`config.mk`:
```
export PLATFORM = sky130hd
export DESIGN_NAME = cnn_conv_stream
export DESIGN_NICKNAME = d
export VERILOG_FILES = /design/src/rtl/cnn_pkg.sv /design/src/rtl/conv_mac.sv /design/src/rtl/cnn_conv_stream.sv
export SDC_FILE = /design/constraint.sdc
export NUM_CORES = 1
export LEC_CHECK = 0
export BUFFER_PORTS_ARGS = -buffer_cell sky130_fd_sc_hd__clkbuf_2
export CORE_MARGIN = 2
export CORE_UTILIZATION = 29
export CTS_CLUSTER_DIAMETER = 200
export DETAILED_ROUTE_END_ITERATION = 6
export GPL_ROUTABILITY_DRIVEN = 0
export PLACE_DENSITY = 0.54
export SYNTH_ARGS = -nofsm -noshare
export SYNTH_HDL_FRONTEND = slang
export SYNTH_SLANG_ARGS = --single-unit
```
`constraint.sdc`:
```
create_clock -name clk -period 12.9 [get_ports clk]
set_clock_uncertainty 0.2 [all_clocks]
set_input_delay 0 -clock clk [delete_from_list [all_inputs] [get_ports clk]]
set_output_delay 0 -clock clk [all_outputs]
set_load 0.005 [all_outputs]
```
`src/rtl/cnn_pkg.sv`:
```
// Shared types and geometry helpers for the streaming convolution engine.
package cnn_pkg;

    typedef enum logic [2:0] {
        ST_IDLE,
        ST_FILL,
        ST_MAC,
        ST_OUT,
        ST_DRAIN,
        ST_FIN
    } conv_state_e;

    typedef enum logic {
        STRIDE_1 = 1'b0,
        STRIDE_2 = 1'b1
    } conv_stride_e;

    // Number of valid-mode output positions along one axis.
    function automatic int unsigned out_dim(input int unsigned w, input int unsigned k,
                                            input int unsigned s);
        return (w - k) / s + 1;
    endfunction

    // Bits needed to index 0..n-1 (at least one bit).
    function automatic int unsigned idx_w(input int unsigned n);
        return (n <= 1) ? 1 : $clog2(n);
    endfunction

endpackage

```
`src/rtl/conv_mac.sv`:
```
// Signed multiply-accumulate: unsigned pixel times signed coefficient, wrapping accumulator.
module conv_mac #(
    parameter int DATA_W = 8,
    parameter int COEF_W = 8,
    parameter int ACC_W  = 32
) (
    input  logic                     i_clk,
    input  logic                     i_rst_n,
    input  logic                     i_clr,
    input  logic                     i_en,
    input  logic [DATA_W-1:0]        i_pix,
    input  logic signed [COEF_W-1:0] i_coef,
    output logic signed [ACC_W-1:0]  o_acc_nxt
);
    localparam int PW = DATA_W + COEF_W + 1;

    logic signed [PW-1:0]    w_pix_s;
    logic signed [PW-1:0]    w_coef_s;
    logic signed [PW-1:0]    w_prod;
    logic signed [ACC_W-1:0] w_prod_ext;
    logic signed [ACC_W-1:0] r_acc;

    assign w_pix_s    = {{(PW - DATA_W){1'b0}}, i_pix};
    assign w_coef_s   = {{(PW - COEF_W){i_coef[COEF_W-1]}}, i_coef};
    assign w_prod     = w_pix_s * w_coef_s;
    assign w_prod_ext = {{(ACC_W - PW){w_prod[PW-1]}}, w_prod};
    assign o_acc_nxt  = r_acc + w_prod_ext;

    // Accumulator: clear has priority over accumulate.
    always_ff @(posedge i_clk or negedge i_rst_n) begin
        if (!i_rst_n) begin
            r_acc <= '0;
        end else if (i_clr) begin
            r_acc <= '0;
        end else if (i_en) begin
            r_acc <= o_acc_nxt;
        end
    end

endmodule

```
`src/rtl/cnn_conv_stream.sv`:
```
// Streaming valid-mode KxK convolution with K-row circular line buffer, stride 1/2, optional ReLU.
module cnn_conv_stream
    import cnn_pkg::*;
#(
    parameter int IMG_W  = 8,
    parameter int IMG_H  = 8,
    parameter int K      = 3,
    parameter int DATA_W = 8,
    parameter int COEF_W = 8,
    parameter int ACC_W  = 32
) (
    input  logic                     clk,
    input  logic                     rst_n,
    input  logic                     start,
    input  logic                     stride2,
    input  logic                     relu_en,
    input  logic                     kern_wr_en,
    input  logic [$clog2(K*K)-1:0]   kern_wr_addr,
    input  logic signed [COEF_W-1:0] kern_wr_data,
    input  logic                     pix_valid,
    output logic                     pix_ready,
    input  logic [DATA_W-1:0]        pix_data,
    output logic                     out_valid,
    input  logic                     out_ready,
    output logic signed [ACC_W-1:0]  out_data,
    output logic                     out_last,
    output logic                     busy,
    output logic                     done
);
    localparam int unsigned NTAP = K * K;
    localparam int unsigned CW   = idx_w(IMG_W);
    localparam int unsigned RW   = idx_w(IMG_H + 1);
    localparam int unsigned SW   = idx_w(K);
    localparam int unsigned SW1  = SW + 1;
    localparam int unsigned TW   = $clog2(NTAP);
    localparam logic [CW-1:0] LAST_C1 = CW'(IMG_W - K);
    localparam logic [CW-1:0] LAST_C2 = CW'((out_dim(IMG_W, K, 2) - 1) * 2);
    localparam logic [RW-1:0] LAST_R1 = RW'(IMG_H - K);
    localparam logic [RW-1:0] LAST_R2 = RW'((out_dim(IMG_H, K, 2) - 1) * 2);

    conv_state_e              r_state, w_state_nxt;
    conv_stride_e             r_stride;
    logic                     r_relu;
    logic signed [COEF_W-1:0] r_kern [NTAP];
    logic [DATA_W-1:0]        r_lb [K][IMG_W];
    logic [RW-1:0]            r_in_row, r_row_base;
    logic [CW-1:0]            r_in_col, r_col_base, r_kc;
    logic [SW-1:0]            r_wr_slot, r_base_slot, r_kr;
    logic [TW-1:0]            r_tap;
    logic signed [ACC_W-1:0]  r_out_data;
    logic                     r_out_last;

    logic                     w_pix_hs, w_last_col, w_fill_done, w_drain_done, w_tap_last;
    logic                     w_row_end, w_frame_end, w_pix_left, w_acc_clr, w_mac_en;
    logic [1:0]               w_step;
    logic [CW-1:0]            w_last_c, w_rd_col;
    logic [RW-1:0]            w_last_r, w_need_row;
    logic [SW1-1:0]           w_rd_sum, w_bs_sum;
    logic [SW-1:0]            w_rd_slot, w_bs_nxt;
    logic signed [ACC_W-1:0]  w_acc_nxt;

    assign w_pix_hs     = pix_valid & pix_ready;
    assign w_last_col   = (r_in_col == CW'(IMG_W - 1));
    assign w_need_row   = r_row_base + RW'(K - 1);
    assign w_fill_done  = w_pix_hs & w_last_col & (r_in_row == w_need_row);
    assign w_drain_done = w_pix_hs & w_last_col & (r_in_row == RW'(IMG_H - 1));
    assign w_tap_last   = (r_tap == TW'(NTAP - 1));
    assign w_step       = (r_stride == STRIDE_2) ? 2'd2 : 2'd1;
    assign w_last_c     = (r_stride == STRIDE_2) ? LAST_C2 : LAST_C1;
    assign w_last_r     = (r_stride == STRIDE_2) ? LAST_R2 : LAST_R1;
    assign w_row_end    = (r_col_base == w_last_c);
    assign w_frame_end  = w_row_end & (r_row_base == w_last_r);
    assign w_pix_left   = (r_in_row != RW'(IMG_H));

    // Window row r lives in slot (base_slot + r) mod K; the wrap needs at most one subtract.
    assign w_rd_sum  = {1'b0, r_base_slot} + {1'b0, r_kr};
    assign w_rd_slot = (w_rd_sum >= SW1'(K)) ? SW'(w_rd_sum - SW1'(K)) : SW'(w_rd_sum);
    assign w_bs_sum  = {1'b0, r_base_slot} + SW1'(w_step);
    assign w_bs_nxt  = (w_bs_sum >= SW1'(K)) ? SW'(w_bs_sum - SW1'(K)) : SW'(w_bs_sum);
    assign w_rd_col  = r_col_base + r_kc;

    assign out_data = r_out_data;
    assign out_last = r_out_last;

    conv_mac #(
        .DATA_W(DATA_W),
        .COEF_W(COEF_W),
        .ACC_W (ACC_W)
    ) u_mac (
        .i_clk    (clk),
        .i_rst_n  (rst_n),
        .i_clr    (w_acc_clr),
        .i_en     (w_mac_en),
        .i_pix    (r_lb[w_rd_slot][w_rd_col]),
        .i_coef   (r_kern[r_tap]),
        .o_acc_nxt(w_acc_nxt)
    );

    // State register.
    always_ff @(posedge clk or negedge rst_n) begin
        if (!rst_n) r_state <= ST_IDLE;
        else        r_state <= w_state_nxt;
    end

    // Next-state and handshake/status outputs.
    always_comb begin
        w_state_nxt = r_state;
        pix_ready   = 1'b0;
        out_valid   = 1'b0;
        busy        = 1'b1;
        done        = 1'b0;
        w_acc_clr   = 1'b0;
        w_mac_en    = 1'b0;
        case (r_state)
            ST_IDLE: begin
                busy = 1'b0;
                if (start) w_state_nxt = ST_FILL;
            end
            ST_FILL: begin
                pix_ready = 1'b1;
                if (w_fill_done) begin
                    w_acc_clr   = 1'b1;
                    w_state_nxt = ST_MAC;
                end
            end
            ST_MAC: begin
                w_mac_en = 1'b1;
                if (w_tap_last) w_state_nxt = ST_OUT;
            end
            ST_OUT: begin
                out_valid = 1'b1;
                if (out_ready) begin
                    if (!w_row_end) begin
                        w_acc_clr   = 1'b1;
                        w_state_nxt = ST_MAC;
                    end else if (!w_frame_end) begin
                        w_state_nxt = ST_FILL;
                    end else if (w_pix_left) begin
                        w_state_nxt = ST_DRAIN;
                    end else begin
                        w_state_nxt = ST_FIN;
                    end
                end
            end
            ST_DRAIN: begin
                pix_ready = 1'b1;
                if (w_drain_done) w_state_nxt = ST_FIN;
            end
            ST_FIN: begin
                busy        = 1'b0;
                done        = 1'b1;
                w_state_nxt = ST_IDLE;
            end
            default: w_state_nxt = ST_IDLE;
        endcase
    end

    // Kernel register file: writable only while idle.
    always_ff @(posedge clk or negedge rst_n) begin
        if (!rst_n) begin
            for (int unsigned i = 0; i < NTAP; i++) r_kern[i] <= '0;
        end else if (r_state == ST_IDLE && kern_wr_en && ({1'b0, kern_wr_addr} < (TW + 1)'(NTAP))) begin
            r_kern[kern_wr_addr] <= kern_wr_data;
        end
    end

    // Line buffer: every slot read in a frame is written earlier in that frame, so no reset.
    always_ff @(posedge clk) begin
        if (r_state == ST_FILL && w_pix_hs) r_lb[r_wr_slot][r_in_col] <= pix_data;
    end

    // Frame config, stream pointers, window position, tap counters and output register.
    always_ff @(posedge clk or negedge rst_n) begin
        if (!rst_n) begin
            r_stride    <= STRIDE_1;
            r_relu      <= 1'b0;
            r_in_row    <= '0;
            r_in_col    <= '0;
            r_wr_slot   <= '0;
            r_row_base  <= '0;
            r_col_base  <= '0;
            r_base_slot <= '0;
            r_tap       <= '0;
            r_kr        <= '0;
            r_kc        <= '0;
            r_out_data  <= '0;
            r_out_last  <= 1'b0;
        end else begin
            case (r_state)
                ST_IDLE: begin
                    if (start) begin
                        r_stride    <= conv_stride_e'(stride2);
                        r_relu      <= relu_en;
                        r_in_row    <= '0;
                        r_in_col    <= '0;
                        r_wr_slot   <= '0;
                        r_row_base  <= '0;
                        r_col_base  <= '0;
                        r_base_slot <= '0;
                        r_tap       <= '0;
                        r_kr        <= '0;
                        r_kc        <= '0;
                    end
                end
                ST_FILL, ST_DRAIN: begin
                    if (w_pix_hs) begin
                        if (w_last_col) begin
                            r_in_col  <= '0;
                            r_in_row  <= r_in_row + RW'(1);
                            r_wr_slot <= (r_wr_slot == SW'(K - 1)) ? '0 : r_wr_slot + SW'(1);
                        end else begin
                            r_in_col <= r_in_col + CW'(1);
                        end
                    end
                end
                ST_MAC: begin
                    if (w_tap_last) begin
                        r_tap      <= '0;
                        r_kr       <= '0;
                        r_kc       <= '0;
                        r_out_data <= (r_relu && w_acc_nxt[ACC_W-1]) ? '0 : w_acc_nxt;
                        r_out_last <= w_frame_end;
                    end else begin
                        r_tap <= r_tap + TW'(1);
                        if (r_kc == CW'(K - 1)) begin
                            r_kc <= '0;
                            r_kr <= r_kr + SW'(1);
                        end else begin
                            r_kc <= r_kc + CW'(1);
                        end
                    end
                end
                ST_OUT: begin
                    if (out_ready) begin
                        r_out_data <= '0;
                        r_out_last <= 1'b0;
                        if (!w_row_end) begin
                            r_col_base <= r_col_base + CW'(w_step);
                        end else begin
                            r_col_base  <= '0;
                            r_row_base  <= r_row_base + RW'(w_step);
                            r_base_slot <= w_bs_nxt;
                        end
                    end
                end
                default: ;
            endcase
        end
    end

endmodule

```
==> summary.txt <==
Status
  • Status: finished clean

Layout
  • Nets: 1713
  • Share of cells above drive strength 1: about a fifth
  • # diodes: 0
  • Most common cell after layout, fill and taps aside: edfxtp_1
  • Fill cells: between 6000 and 7000
  • Most frequent cells in the layout: edfxtp_1 (192), dfrtp_1 (169), ha_1 (122)
  • Area grow syn2layout: 15.9%

Synth
  • Post-synth top area cell: edfxtp_1
  • Number of synthesized flops with an enable pin: roughly 190
  • Syn Std Cell Area: 19100 sq um
  • Post-Syn Nets: 1606
  • Mean post-synth cell area: 13.7 sq um
  • Ys Warns: 0
  • Sequential-to-total area share from yosys stat: 52.2%
  • Top area cells in the synthesized netlist: edfxtp_1 (30%), dfrtp_1 (22%), mux4_2 (8.5%)
  • Main synth FF type: edfxtp_1
  • Ys async rst share: 46.8%
  • Cell count after synthesis: approximately 1400
  • Synthesized flop and latch total: 361
  • Yosys top cell area share: a little under a third
  • Synth cell types: 70

Place
  • Pre-CTS setup slack: roughly 3.2 ns
  • Dpl hpwl: 31500 um
  • PortBufs: 64

Clock tree
  • Worst-Skew Late Latency: 0.58 ns
  • Sink Count: 361
  • Resize count post-CTS: 0
  • CTS clk-pin slew, worst paths: 0.06 ns
  • CTS tree: yes
  • # H-tree levels: 2
  • Max clock buf depth: 3
  • Inserted Clock Buffers: 42
  • CTS Root Cell: clkbuf_16

Timing
  • Fin Hold WS: 0.125 ns
  • Max Slew Vio Count: 0
  • Final setup margin: 3.30 ns
  • Peak Freq: 104 MHz
  • Final hold vios: 0
  • Tmin final: 9.60 ns
  • Worst slew margin: 18.1%
  • RSZ-0062 raised after global routing: no
  • Endpoints failing setup: 0
  • Worst Max-Slew Pin Slew: 1.22 ns
  • Setup TNS Final: 0 ns
  • Tcrit/Tclk final: 74.4%

Floorplan
  • Height of the die: ~260 um
  • Die footprint: around 70000 sq um
  • Initial Utilization: 29.2%
  • Row cnt: 94
  • Core region area: 65500 sq um
  • Chip width: 261 um
  • I/O pin cnt: 65

Pwr
  • Cell Pwr Density: 217 nW/um^2
  • LEAKAGE: 9.48 nW
  • Worst VDD drop: 0.000101 V

Drt
  • DR WL/cell: 19.4 um
  • TritonRoute pass-1 iters: 5
  • Total number of vias: 11800
  • Routed WL: 46700 um
  • Post-route DRC: 0
  • Via density: 4.93
  • Antenna violation net count after detailed routing: 0
  • Drt initial violations: 929

GRT
  • Tot GR Track Use: 14.0%
  • First-pass GRT wire length: 73100 um
  • Number of antenna violations at the first check in global routing: 1
  • Global route overflow: 0
  • Vias in the first global route: 12400
  • Pin count of the biggest net entering global routing: 93

Flow run
  • Max Cap Viol: 0

Critical path
  • Setup CP Type: flop to flop
  • Crit path required time: 13.21 ns
  • CP max FO: 32
  • Crit path capture type: flop
  • Startpoint Class: flop
  • Worst Path Arrival: 9.91 ns

Hold path
  • HP Class: input pin to flop
-- per-layer routing --
layer,up-vias,global-route usage (%),share of wire (%)
li1,5437,-,-
met1,6052,19.3,46
met2,294,22.8,47
met3,63,2.68,5.2
met4,2,3.21,1.6
met5,-,0,0.015
-- power by group --
group / total [mW] / internal (mW) / switching (mW)
Sequential: 1.46 / 1.35 / 0.114
Combinational: 2.17 / 0.901 / 1.27
Clock: 1.17 / 0.684 / 0.489
-- sequential cells by signal, indices dropped and copies added (netlist names) --
signal,flops
r_lb,192
r_stride,1
r_wr_slot,2
r_row_base,4
r_kr,2
out_data,32
r_base_slot,2
r_state,3
r_tap,4
r_col_base,3
r_kern,72
r_in_col,3
r_relu,1
out_last,1
r_kc,3
r_in_row,4
u_mac.r_acc,32
-- synth_stat cells (all sizes together), types with 3 or more instances --
library cell  number
a21oi             40
and3               6
o21ai             47
mux2              72
a22oi              4
nor3              21
dfrtp            169
nor3b              9
clkbuf            27
or2                4
inv               89
nand2b            11
nand2             85
and2              13
o21a               4
a21o               9
a31oi              4
nor2              92
o211ai             7
nand3             25
fa                56
a32o               4
o31ai              4
ha               123
a211oi             9
nand4b             3
nand4              4
xnor2             26
or3                6
a22o              63
xor2              10
mux2i             13
mux4              72
nor4               4
edfxtp           192
nor2b             14
buf               23
nand3b             8
-- final timing paths --
kind,start,to,cells past startpoint,slack (ns)
setup / recovery,r_kr[0],out_data[20],26,3.30
hold / removal,kern_wr_data[2],r_kern[2],3,0.12
setup reg to reg,r_kr[0],out_data[20],26,3.30
hold reg to reg,r_kern[17],r_kern[17],1,0.30
max in group asynchronous,rst_n,r_kern[60],4,11.22
min in group asynchronous,rst_n,out_data[24],4,0.41
-- per-stage QoR --
| stage | instances | area, sq um | util (%) | total power [mW] |
|---|---|---|---|---|
| after floorplan | 1399 | 19100 | - | 3.05 |
| after global placement | 2289 | 20500 | 31.2 | 3.61 |
| after detailed placement | 2289 | 20500 | 31.2 | 3.65 |
| after CTS | 2403 | 22200 | 33.9 | 4.87 |
| after global routing | 2403 | 22200 | 33.9 | 5.17 |
| final | 2403 | 22200 | 33.9 | 4.81 |
-- what timing repair did --
action                                 in CTS  in global routing
endpoints found under the hold margin     381                  0
buffers inserted                            0                  0
hold buffers                               37                  0
-- cells by family after synthesis --
group                      share of synthesized area [%]
AOI/OAI and AO/OA                                   8.11
xor gates and xnor gates                            1.65
adders and majority gates                           13.9
buffers and inverters                               2.85
DFF                                                 52.2
muxes                                               13.4
and+or+nand+nor                                     7.90
-- critical path, cell delays in order, from the launching register on --
cell      delay, ns
dfrtp_1        0.40
ha_1           0.16
inv_1          0.04
fa_1           0.49
inv_1          0.05
ha_1           0.19
nand3b_1       0.26
a21oi_4        0.18
buf_4          0.51
mux4_2         0.59
mux4_2         0.48
a21oi_2        0.35
nand2_1        0.14
fa_1           0.52
fa_1           0.54
inv_1          0.06
fa_1           0.50
fa_1           0.51
fa_1           0.49
ha_1           0.36
and3_1         0.20
a21bo_2        0.26
a2111o_1       0.40
and4_1         0.21
o211ai_1       0.18
o211a_1        0.92
a32o_1         0.28
-- area by class of cell --
type | count | area [sq um] | area share, %
timing repair buffer | 113 | 805 | 3.62
tap | 864 | 1080 | 4.87
sequential | 361 | 9990 | 45.0
clock inverter | 13 | 116 | 0.524
multi-input combinational | 899 | 8630 | 38.9
clock buffer | 64 | 1230 | 5.56
inverter | 89 | 334 | 1.51
No activity file was read; power rests on OpenSTA's default activity.
